File: src/rtl/uart_pkg.sv
// Shared definitions for the UART byte receiver: FSM encoding and default frame geometry.
package uart_pkg;
  typedef enum logic [1:0] {
    IDLE  = 2'd0,
    START = 2'd1,
    DATA  = 2'd2,
    STOP  = 2'd3
  } rx_state_e;

  localparam int CLKS_PER_BIT_DEF = 1154;
  localparam int WIDTH_DEF        = 8;
endpackage

File: src/rtl/rx_sync2.sv
// Two-flop synchroniser for the asynchronous serial pin; resets to the idle-high line level.
module rx_sync2 (
  input  logic CLK,
  input  logic RST,
  input  logic d,
  output logic q
);
  logic s1;

  always_ff @(posedge CLK) begin
    if (!RST) begin
      s1 <= 1'b1;
      q  <= 1'b1;
    end else begin
      s1 <= d;
      q  <= s1;
    end
  end
endmodule

File: src/rtl/uart_rx_byte.sv
// 8N1 LSB-first UART receiver with stb/ack byte port, framing-error and overrun pulses.
module uart_rx_byte
  import uart_pkg::*;
#(
  parameter int CLKS_PER_BIT = CLKS_PER_BIT_DEF,
  parameter int WIDTH        = WIDTH_DEF
) (
  input  logic             CLK,
  input  logic             RST,
  input  logic             rxd,
  output logic [WIDTH-1:0] o_data,
  output logic             o_stb,
  input  logic             o_ack,
  output logic             frame_err,
  output logic             overrun,
  output logic             busy
);
  localparam int CW = $clog2(CLKS_PER_BIT);
  localparam int BW = (WIDTH > 1) ? $clog2(WIDTH) : 1;
  localparam logic [CW-1:0] HALF_M1  = CW'(CLKS_PER_BIT / 2 - 1);
  localparam logic [CW-1:0] FULL_M1  = CW'(CLKS_PER_BIT - 1);
  localparam logic [BW-1:0] BIT_LAST = BW'(WIDTH - 1);

  logic             rxs;
  rx_state_e        state, state_d;
  logic [CW-1:0]    cnt, cnt_d;
  logic [BW-1:0]    bit_idx, bit_d;
  logic [WIDTH-1:0] sh, sh_d;
  logic             armed, armed_d;
  logic             deliver, ferr_d;

  rx_sync2 u_sync (
    .CLK (CLK),
    .RST (RST),
    .d   (rxd),
    .q   (rxs)
  );

  assign busy = (state != IDLE);

  always_ff @(posedge CLK) begin
    if (!RST) begin
      state   <= IDLE;
      cnt     <= '0;
      bit_idx <= '0;
      sh      <= '0;
      armed   <= 1'b0;
    end else begin
      state   <= state_d;
      cnt     <= cnt_d;
      bit_idx <= bit_d;
      sh      <= sh_d;
      armed   <= armed_d;
    end
  end

  // armed drops at every stop sample so a held-low break line produces a single
  // frame error; the line must go high once before the next start is accepted.
  always_comb begin
    state_d = state;
    cnt_d   = cnt;
    bit_d   = bit_idx;
    sh_d    = sh;
    armed_d = armed | rxs;
    deliver = 1'b0;
    ferr_d  = 1'b0;
    case (state)
      IDLE: begin
        if (!rxs && armed) begin
          state_d = START;
          cnt_d   = '0;
        end
      end
      START: begin
        if (cnt == HALF_M1) begin
          cnt_d = '0;
          if (rxs) begin
            state_d = IDLE;
          end else begin
            state_d = DATA;
            bit_d   = '0;
          end
        end else begin
          cnt_d = cnt + 1'b1;
        end
      end
      DATA: begin
        if (cnt == FULL_M1) begin
          cnt_d         = '0;
          sh_d[bit_idx] = rxs;
          if (bit_idx == BIT_LAST) state_d = STOP;
          else                     bit_d   = bit_idx + 1'b1;
        end else begin
          cnt_d = cnt + 1'b1;
        end
      end
      STOP: begin
        if (cnt == FULL_M1) begin
          cnt_d   = '0;
          state_d = IDLE;
          armed_d = 1'b0;
          if (rxs) deliver = 1'b1;
          else     ferr_d  = 1'b1;
        end else begin
          cnt_d = cnt + 1'b1;
        end
      end
      default: state_d = IDLE;
    endcase
  end

  // A pending unaccepted byte is never overwritten; the new one is dropped instead.
  always_ff @(posedge CLK) begin
    if (!RST) begin
      o_data    <= '0;
      o_stb     <= 1'b0;
      frame_err <= 1'b0;
      overrun   <= 1'b0;
    end else begin
      frame_err <= ferr_d;
      overrun   <= 1'b0;
      if (deliver) begin
        if (!o_stb || o_ack) begin
          o_data <= sh;
          o_stb  <= 1'b1;
        end else begin
          overrun <= 1'b1;
        end
      end else if (o_stb && o_ack) begin
        o_stb <= 1'b0;
      end
    end
  end
endmodule

File: config.mk
export PLATFORM = sky130hd
export DESIGN_NAME = uart_rx_byte
export DESIGN_NICKNAME = d
export VERILOG_FILES = /design/src/rtl/uart_pkg.sv /design/src/rtl/rx_sync2.sv /design/src/rtl/uart_rx_byte.sv
export SDC_FILE = /design/constraint.sdc
export NUM_CORES = 1
export LEC_CHECK = 0
export ABC_CLOCK_PERIOD_IN_PS = 2800
export BUFFER_PORTS_ARGS = -buffer_cell sky130_fd_sc_hd__buf_2
export CAP_MARGIN = 30
export CORE_ASPECT_RATIO = 1.75
export CORE_UTILIZATION = 58
export CTS_CLUSTER_SIZE = 40
export DETAILED_ROUTE_END_ITERATION = 8
export PLACE_DENSITY = 0.75
export SKIP_CTS_REPAIR_TIMING = 1
export SLEW_MARGIN = 20
export SYNTH_ARGS = -nofsm -noshare
export SYNTH_HDL_FRONTEND = slang
export SYNTH_HIERARCHICAL = 1
export SYNTH_SLANG_ARGS = --single-unit
File: constraint.sdc
create_clock -name CLK -period 2.8 [get_ports CLK]
set_input_delay 0.42 -clock CLK [delete_from_list [all_inputs] [get_ports CLK]]
set_output_delay 0.42 -clock CLK [all_outputs]
set_load 0.02 [all_outputs]
; ---- Word-level counts from Yosys, hierarchy flattened
; Cells that the tools add are included.
[totals]
input_bits = 4
elab_cells = 77
output_inout_bits = 12
ff_bits = 38
[classes]
eq_ne = 14
n_reduce_logical = 18
n_addsub = 2
muxes = 29
bitwise = 1
n_lt_le_gt_ge = 2
[op_table]
columns = operator, count
row1 = two-way mux 11 bit, 3
row2 = one-hot mux 11 bit (3 select lines), 1
row3 = != test 2 bit (second input constant), 7
row4 = two-way mux 2 bit, 6
row5 = two-way mux 3 bit, 4
row6 = adder 11 x 1 -> 11 bit (second input constant), 1
row7 = equality test 11 x 10 -> 1 bit (second input constant), 1
row8 = equality test 11 bit (second input constant), 1
row9 = two-way mux 1 bit, 11
row10 = AND reduction 5 bit, 2
row11 = bitwise mux 8 bit, 1
row12 = one-hot mux 2 bit (4 select lines), 1
row13 = AND reduction 2 bit, 4
row14 = one-hot mux 3 bit (2 select lines), 1
row15 = nonzero test 2 bit, 3
row16 = equality test 2 bit (second input constant), 2
row17 = less-than comparator 3 x 4 -> 1 bit (second input constant), 1
row18 = adder 3 x 1 -> 3 bit (second input constant), 1
row19 = demux 1 bit (select 3 bit), 1
row20 = equality test 3 bit (second input constant), 1
row21 = >= comparator 3 x 1 -> 1 bit (second input constant), 1
row22 = logical AND 1 bit, 3
row23 = AND reduction 3 bit, 1
row24 = equality test 2 x 1 -> 1 bit (second input constant), 1
row25 = 6 further kinds, 7

; ---- Logic depth before layout (Yosys ltp)
; Gate-level depths: netlist (run 1).
[depth]
depth_word = 5
mapped_depth = 8
depth_no_buf = 7

; ---- Cells and area by module
; Netlist (run 1), hierarchy kept.
[modules_own_cells]
columns = module, cells_per_inst, instances, area_per_inst_um2, seq_area_each_um2
row1 = uart_rx_byte, 195, 1, 1729.2, 720.7
row2 = rx_sync2, 4, 1, 52.6, 40.0

; ---- Worst setup path after synthesis (run 1)
; OpenSTA, ideal clock, no wires.
[synth_path]
path_kind = register to register
start = register cnt[1]
end = register o_data[0]
stages_incl_launch_ff = 9
setup_ns = 0.116
slack_ns = 0.513
arrival_ns = 2.171
synth_period_minus_slack_ns = 2.287
path_cell_list = dfxtp_1 -> inv_1 -> ha_1 -> or4bb_1 -> or4_4 -> nor4b_4 -> buf_6 -> mux2i_1 -> nor2b_1
[synth_via]
elab_chain_cells = 4
[synth_rtl]
columns = item, line_no
row1 = "start, declared", uart_rx_byte.sv:26  ; logic [CW-1:0] cnt, cnt_d;
row2 = "start signal, assigned", uart_rx_byte.sv:50  ; cnt <= cnt_d;
row3 = equality test 11 bit, uart_rx_byte.sv:98  ; if (cnt == FULL_M1) begin
row4 = two-way mux 1 bit, uart_rx_byte.sv:98
row5 = two-way mux 1 bit, uart_rx_byte.sv:67  ; case (state)
row6 = AND reduction 2 bit (no source line), --
row7 = "end signal, assigned", uart_rx_byte.sv:124  ; o_data <= sh;
row8 = "end, declared", uart_rx_byte.sv:11  ; output logic [WIDTH-1:0] o_data,
; No other way between the ends.
; A chain may end at the register's enable or synchronous reset.

; ---- Final worst setup path (run 1)
[layout_path]
start = register cnt[1]
end = register o_data[2]
; Same word-level chain as after synthesis.

==> flow_summary.ini, run 1 <==
[synthesis]
yosysTopAreaCell = dfxtp_1
synth_compound_area_share_pct = 11.6
syn_area_per_cell_sq_um = 8.95
synth_xor_area_share_pct = 0.983
synth.cell_area_sq_um = 1780
async_flop_share_pct = 0
yosysMostFrequentCell = dfxtp_1
yosysTopAreaCellShare_pct = 42.7
synth_top_family_by_area = simple AND/OR/NAND/NOR gates
synthMuxAreaShare_pct = 8.43
synth_warnings = 6
synth-main-ff-cell = dfxtp_1
postSynthCellCount = 199
ys_top_cells_by_area = dfxtp_1, mux2i_1, nor2b_1, nand3_1, nand2_1
synth_edf_count = 0
ys_seq_area_share_pct = 42.7
ys_ff_latch = 38
synth-adder-area-share_pct = 3.51
synth_top_cells_by_count = dfxtp_1, nand2_1, mux2i_1, nor2b_1, nand3_1
syn_nets = 208
ys_types = 37
synth-simple-area-share_pct = 29.0

[place]
detailed_place_hpwl_mm = 2.60
place_ws_ps = 290
port_buffers = 15
gp_congestion = 0.810

[routing]
vias = 1414
drtIter0Drc = 44
via_per_inst = 5.89
drtPass1Iterations = 4
post-route-drc-count = 0
post_drt_wl_per_cell_um = 14.5
ant_nets = 0
routed_wl_mm = 3.48

[worst_setup_path]
crit_start = cnt[1]
worst_path_max_delay_cell = or4bb_1
crit_type = flop to flop
worstReg2RegEnd = o_data[2]
max_stage_delay_ps = 530
crit_chain = inv_1, ha_1, or4bb_1, or4_4, nor4b_4, buf_4, mux2i_1, nor2b_1
reg2reg_from = cnt[1]
critPathBufInv = 2
worst_ep_required_time_ps = 2970
start_kind = flop
regToRegSetupSlack_ps = 270
cp.arrival_ps = 2700
reg2reg_depth = 8
cp-end-kind = flop
crit_fanout = 8
path_delay_family = simple AND/OR/NAND/NOR gates

[run]
maxCapViolCount = 0

[timing]
rsz0062_at_grt = no
max_freq_mhz = 396
period_needed_ps = 2530
relSlewSlack_pct = 57.3
whs_ps = 316
fin_skew_ps = 7.97
tightestPinTransition_ps = 640
finalMaxSlewViolations = 0
final_hold_viol_count = 0
setup_viol = 0
fin_setup_tns_ps = 0
finalCritPeriodShare_pct = 90.3
fin_ws_ps = 272

[min_path]
whs_path_depth = 2
hp-start = rxd
hold_end = u_sync/s1
hold_class = input pin to flop

[floorplan]
die_w_um = 43.9
ioPinCount = 16
core_area_sq_um = 2930
rows = 26
initial_core_util_pct = 60.9
die_h_um = 75.3
die_area_sq_um = 3310

[grt]
grt_pass1_vias = 1322
antenna_found_initial = 0
grt_start_max_net_pins = 27
grt_pass1_wl_mm = 5.77
grt.overflow.total = 0
grt_usage_pct = 23.7

[power_and_ir_drop]
p_sw_mw = 0.192
p_seq_share_pct = 59.7
combPwrFrac_pct = 3.2
swShare_pct = 20.9
power_density_nw_per_um2 = 473
intPower_mw = 0.726
p_leak_nw = 0.701
p_clk_share_pct = 37.1
irDropWorstVdd_v = 0.000447

[clock_network]
cts-root-buf = clkbuf_8
cts_buffers = 5
clk_pin_slew_ps = 70
cts_tree = yes
clk_latency_ps = 280
cts_max_level = 2
cts_buffer_depth = 2
cts_sinks = 38

[cells_and_area]
final_util_pct = 66.3
drive_gt1_share_pct = 13.7
diodes = 0
nets = 221
area_delta_synth_final_pct = 8.92

[status]
status = completed
how the worst max path moves through the flow:
stage	to	slack (ps)	cells past startpoint
global placement	o_data[0]	360	8
floorplan	o_data[0]	510	8
finish	o_data[2]	270	8
detailed placement	o_data[0]	290	8
global route	sh[5]	130	7
CTS	o_data[0]	260	8
registers in the layout, summed over array words and instances, names as in the netlist, named ones only:
signal	count
state	1
cnt	11
armed	1
sh	8
overrun	1
frame_err	1
bit_idx	3
o_data	8
o_stb	1
u_sync/q	1
u_sync/s1	1
per-stage QoR:
stage	total power [mW]	instances	area, sq um
after floorplan	0.581	199	1780
after global placement	0.589	233	1860
after detailed placement	0.590	233	1860
after CTS	0.929	240	1930
after global routing	0.958	240	1940
final	0.918	240	1940
cells in the final DEF, fill, tap and decap left out, types with 2 or more instances in the layout:
| cell | n |
|---|---|
| buf_4 | 2 |
| or4_4 | 2 |
| a31oi_1 | 5 |
| mux2i_1 | 15 |
| nand2b_1 | 8 |
| clkbuf_8 | 5 |
| nor3_1 | 6 |
| inv_1 | 5 |
| buf_2 | 15 |
| o2bb2ai_1 | 2 |
| dfxtp_1 | 38 |
| ha_1 | 5 |
| nand3_1 | 13 |
| nor4_1 | 4 |
| nor2b_1 | 14 |
| o21ai_0 | 8 |
| xnor2_1 | 2 |
| nor3b_1 | 3 |
| nand3b_1 | 5 |
| nand2_1 | 17 |
| clkbuf_1 | 2 |
| a21oi_1 | 9 |
| nor2_1 | 11 |
layer usage:
metal | share of wire (%) | wire [um] | global-route usage, %
met2 | 57 | 1970 | 46.6
met1 | 38 | 1330 | 23.2
met3 | 2.6 | 90 | 4.27
met4 | 2.5 | 87 | 11.1
met5 | 0 | 0 | 0
power by group through the flow:
| stage | clock network, mW | registers (mW) | logic [mW] |
|---|---|---|---|
| 3_5_place_dp | 0 | 0.561 | 0.0292 |
| 6_report | 0.341 | 0.548 | 0.0291 |
| 5_1_grt | 0.377 | 0.549 | 0.0324 |
| 3_3_place_gp | 0 | 0.560 | 0.0283 |
| 4_1_cts | 0.351 | 0.548 | 0.0294 |
| 2_1_floorplan | 0 | 0.558 | 0.0234 |
cells by family (layout without fill, tap and decap cells):
logic type                 Yosys count  in the layout
adders and majority gates            5              5
buffers and inverters               16             29
AOI/OAI and AO/OA                   33             33
xor gates and xnor gates             2              2
muxes                               15             15
DFF                                 38             38
and+or+nand+nor                     90             90
layout make-up:
class,instances,area (sq um)
inverters,5,18.8
fillers,252,987
well taps,28,35.0
repair buffers,17,90.1
clock buffers,7,76.3
flip-flops and latches,38,761
multi-input cells,145,960
No activity file was read; power rests on OpenSTA's default activity.
==> inputs of run 2 (changes only) <==
--- a/config.mk
+++ b/config.mk
@@ -8,7 +8,7 @@
 export ABC_CLOCK_PERIOD_IN_PS = 2800
 export BUFFER_PORTS_ARGS = -buffer_cell sky130_fd_sc_hd__buf_2
 export CAP_MARGIN = 30
-export CORE_ASPECT_RATIO = 1.75
+export CORE_ASPECT_RATIO = 2
 export CORE_UTILIZATION = 58
 export CTS_CLUSTER_SIZE = 40
 export DETAILED_ROUTE_END_ITERATION = 8
==> flow_summary.ini, run 2 (synthesized netlist as in run 1, its figures left out) <==
[clock_network]
cts_sinks = 38
clk_latency_ps = 290
cts_max_level = 2
cts_tree = yes
clk_pin_slew_ps = 70
cts_buffers = 5
cts-root-buf = clkbuf_8
cts_buffer_depth = 2

[routing]
post-route-drc-count = 0
post_drt_wl_per_cell_um = 14.6
routed_wl_mm = 3.56
vias = 1472
drtIter0Drc = 42
drtPass1Iterations = 4
ant_nets = 0
via_per_inst = 6.06

[status]
status = completed

[timing]
fin_skew_ps = 10.1
whs_ps = 309
fin_setup_tns_ps = 0
finalMaxSlewViolations = 0
relSlewSlack_pct = 57.4
tightestPinTransition_ps = 639
max_freq_mhz = 398
final_hold_viol_count = 0
period_needed_ps = 2510
rsz0062_at_grt = no
fin_ws_ps = 286
finalCritPeriodShare_pct = 89.8
setup_viol = 0

[worst_setup_path]
crit_fanout = 8
worstReg2RegEnd = o_data[4]
cp.arrival_ps = 2700
reg2reg_from = cnt[1]
regToRegSetupSlack_ps = 290
max_stage_delay_ps = 530
start_kind = flop
crit_type = flop to flop
worst_ep_required_time_ps = 2980
reg2reg_depth = 8
cp-end-kind = flop
crit_chain = inv_1, ha_1, or4bb_1, or4_4, nor4b_4, buf_4, mux2i_1, nor2b_1
worst_path_max_delay_cell = or4bb_1

[place]
port_buffers = 15
placed_cells = 235
place_ws_ps = 314
detailed_place_hpwl_mm = 2.68
gp_congestion = 0.809

[power_and_ir_drop]
p_leak_nw = 0.702
p_sw_mw = 0.204
irDropWorstVdd_v = 0.000358
p_clk_share_pct = 37.9
power_density_nw_per_um2 = 478
combPwrFrac_pct = 3.1
swShare_pct = 21.9
p_total_mw = 0.930
p_seq_share_pct = 59.0
intPower_mw = 0.726

[cells_and_area]
most-common-layout-cells = dfxtp_1, nand2_1, mux2i_1, buf_2, nor2b_1
drive_gt1_share_pct = 14.1
layout.cells.non_filler = 243
area_delta_synth_final_pct = 9.20
largest_register = cnt
diodes = 0
top_regs = cnt x11, o_data x8, sh x8
final_common_cell = dfxtp_1
fillers = 270
nets = 222
largest_reg_flops = 11

[min_path]
whs_path_depth = 2
hold_class = input pin to flop
hp-start = rxd
hold_end = u_sync/s1

[grt]
grt_pass1_wl_mm = 5.62
antenna_found_initial = 0
grt.overflow.total = 0
grt_pass1_vias = 1392
grt_start_max_net_pins = 23
grt_usage_pct = 24.7

[floorplan]
core_area_sq_um = 2940
die_w_um = 41.2
ioPinCount = 16
die_area_sq_um = 3310
rows = 28
initial_core_util_pct = 60.5
die_h_um = 80.4

[run]
maxCapViolCount = 0
==> run 2: cell types whose count changed in the layout (fill, tap and decap cells not counted), sizes merged <==
cell	change
clkinvlp	+1
==> run 2: layout make-up <==
cell class / count / area, sq um / area share, %
multi-input combinational: 145 / 953 / 49.0
sequential: 38 / 761 / 39.1
timing repair buffer: 18 / 95.1 / 4.89
clock buffer: 6 / 72.6 / 3.73
tap: 30 / 37.5 / 1.93
inverter: 5 / 18.8 / 0.965
clock inverter: 1 / 7.51 / 0.386
==> run 2: per-stage QoR <==
stage | area [sq um] | util (%)
4_1_cts | 1940 | 65.9
6_report | 1950 | 66.1
3_3_place_gp | 1860 | 63.2
5_1_grt | 1950 | 66.1
2_1_floorplan | 1780 | -
3_5_place_dp | 1860 | 63.2
==> run 2: worst max-delay path by stage <==
stage	startpoint	end	slack, ps	cells past startpoint
floorplan	cnt[1]	o_data[0]	510	8
global placement	cnt[1]	o_data[7]	360	8
detailed placement	cnt[1]	o_data[4]	310	8
CTS	cnt[1]	o_data[4]	290	8
global route	cnt[1]	o_data[7]	170	8
finish	cnt[1]	o_data[4]	290	8
==> run 2: power by group through the flow <==
stage	sequential, mW	combinational (mW)	clock, mW
6_report	0.548	0.0291	0.352
5_1_grt	0.549	0.0316	0.375
4_1_cts	0.548	0.0291	0.361
3_5_place_dp	0.561	0.0291	0
3_3_place_gp	0.561	0.0283	0
2_1_floorplan	0.558	0.0234	0
==> run 2: metal layers <==
metal | vias to the layer above | part of all wire [%] | GRT usage [%]
li1 | 726 | - | -
met1 | 710 | 36 | 20.2
met2 | 26 | 59 | 46.7
met3 | 10 | 2.3 | 5.25
met4 | 0 | 2.4 | 13.5
met5 | - | 0 | 0
==> run 2: critical path: cells and delay by family, from the launching register on <==
family	cells	cell delay, ps
AND/OR/NAND/NOR	4	1360
adder cells (fa/ha/maj)	1	140
flip-flops	1	360
multiplexers	1	220
buffers and inverters	2	320
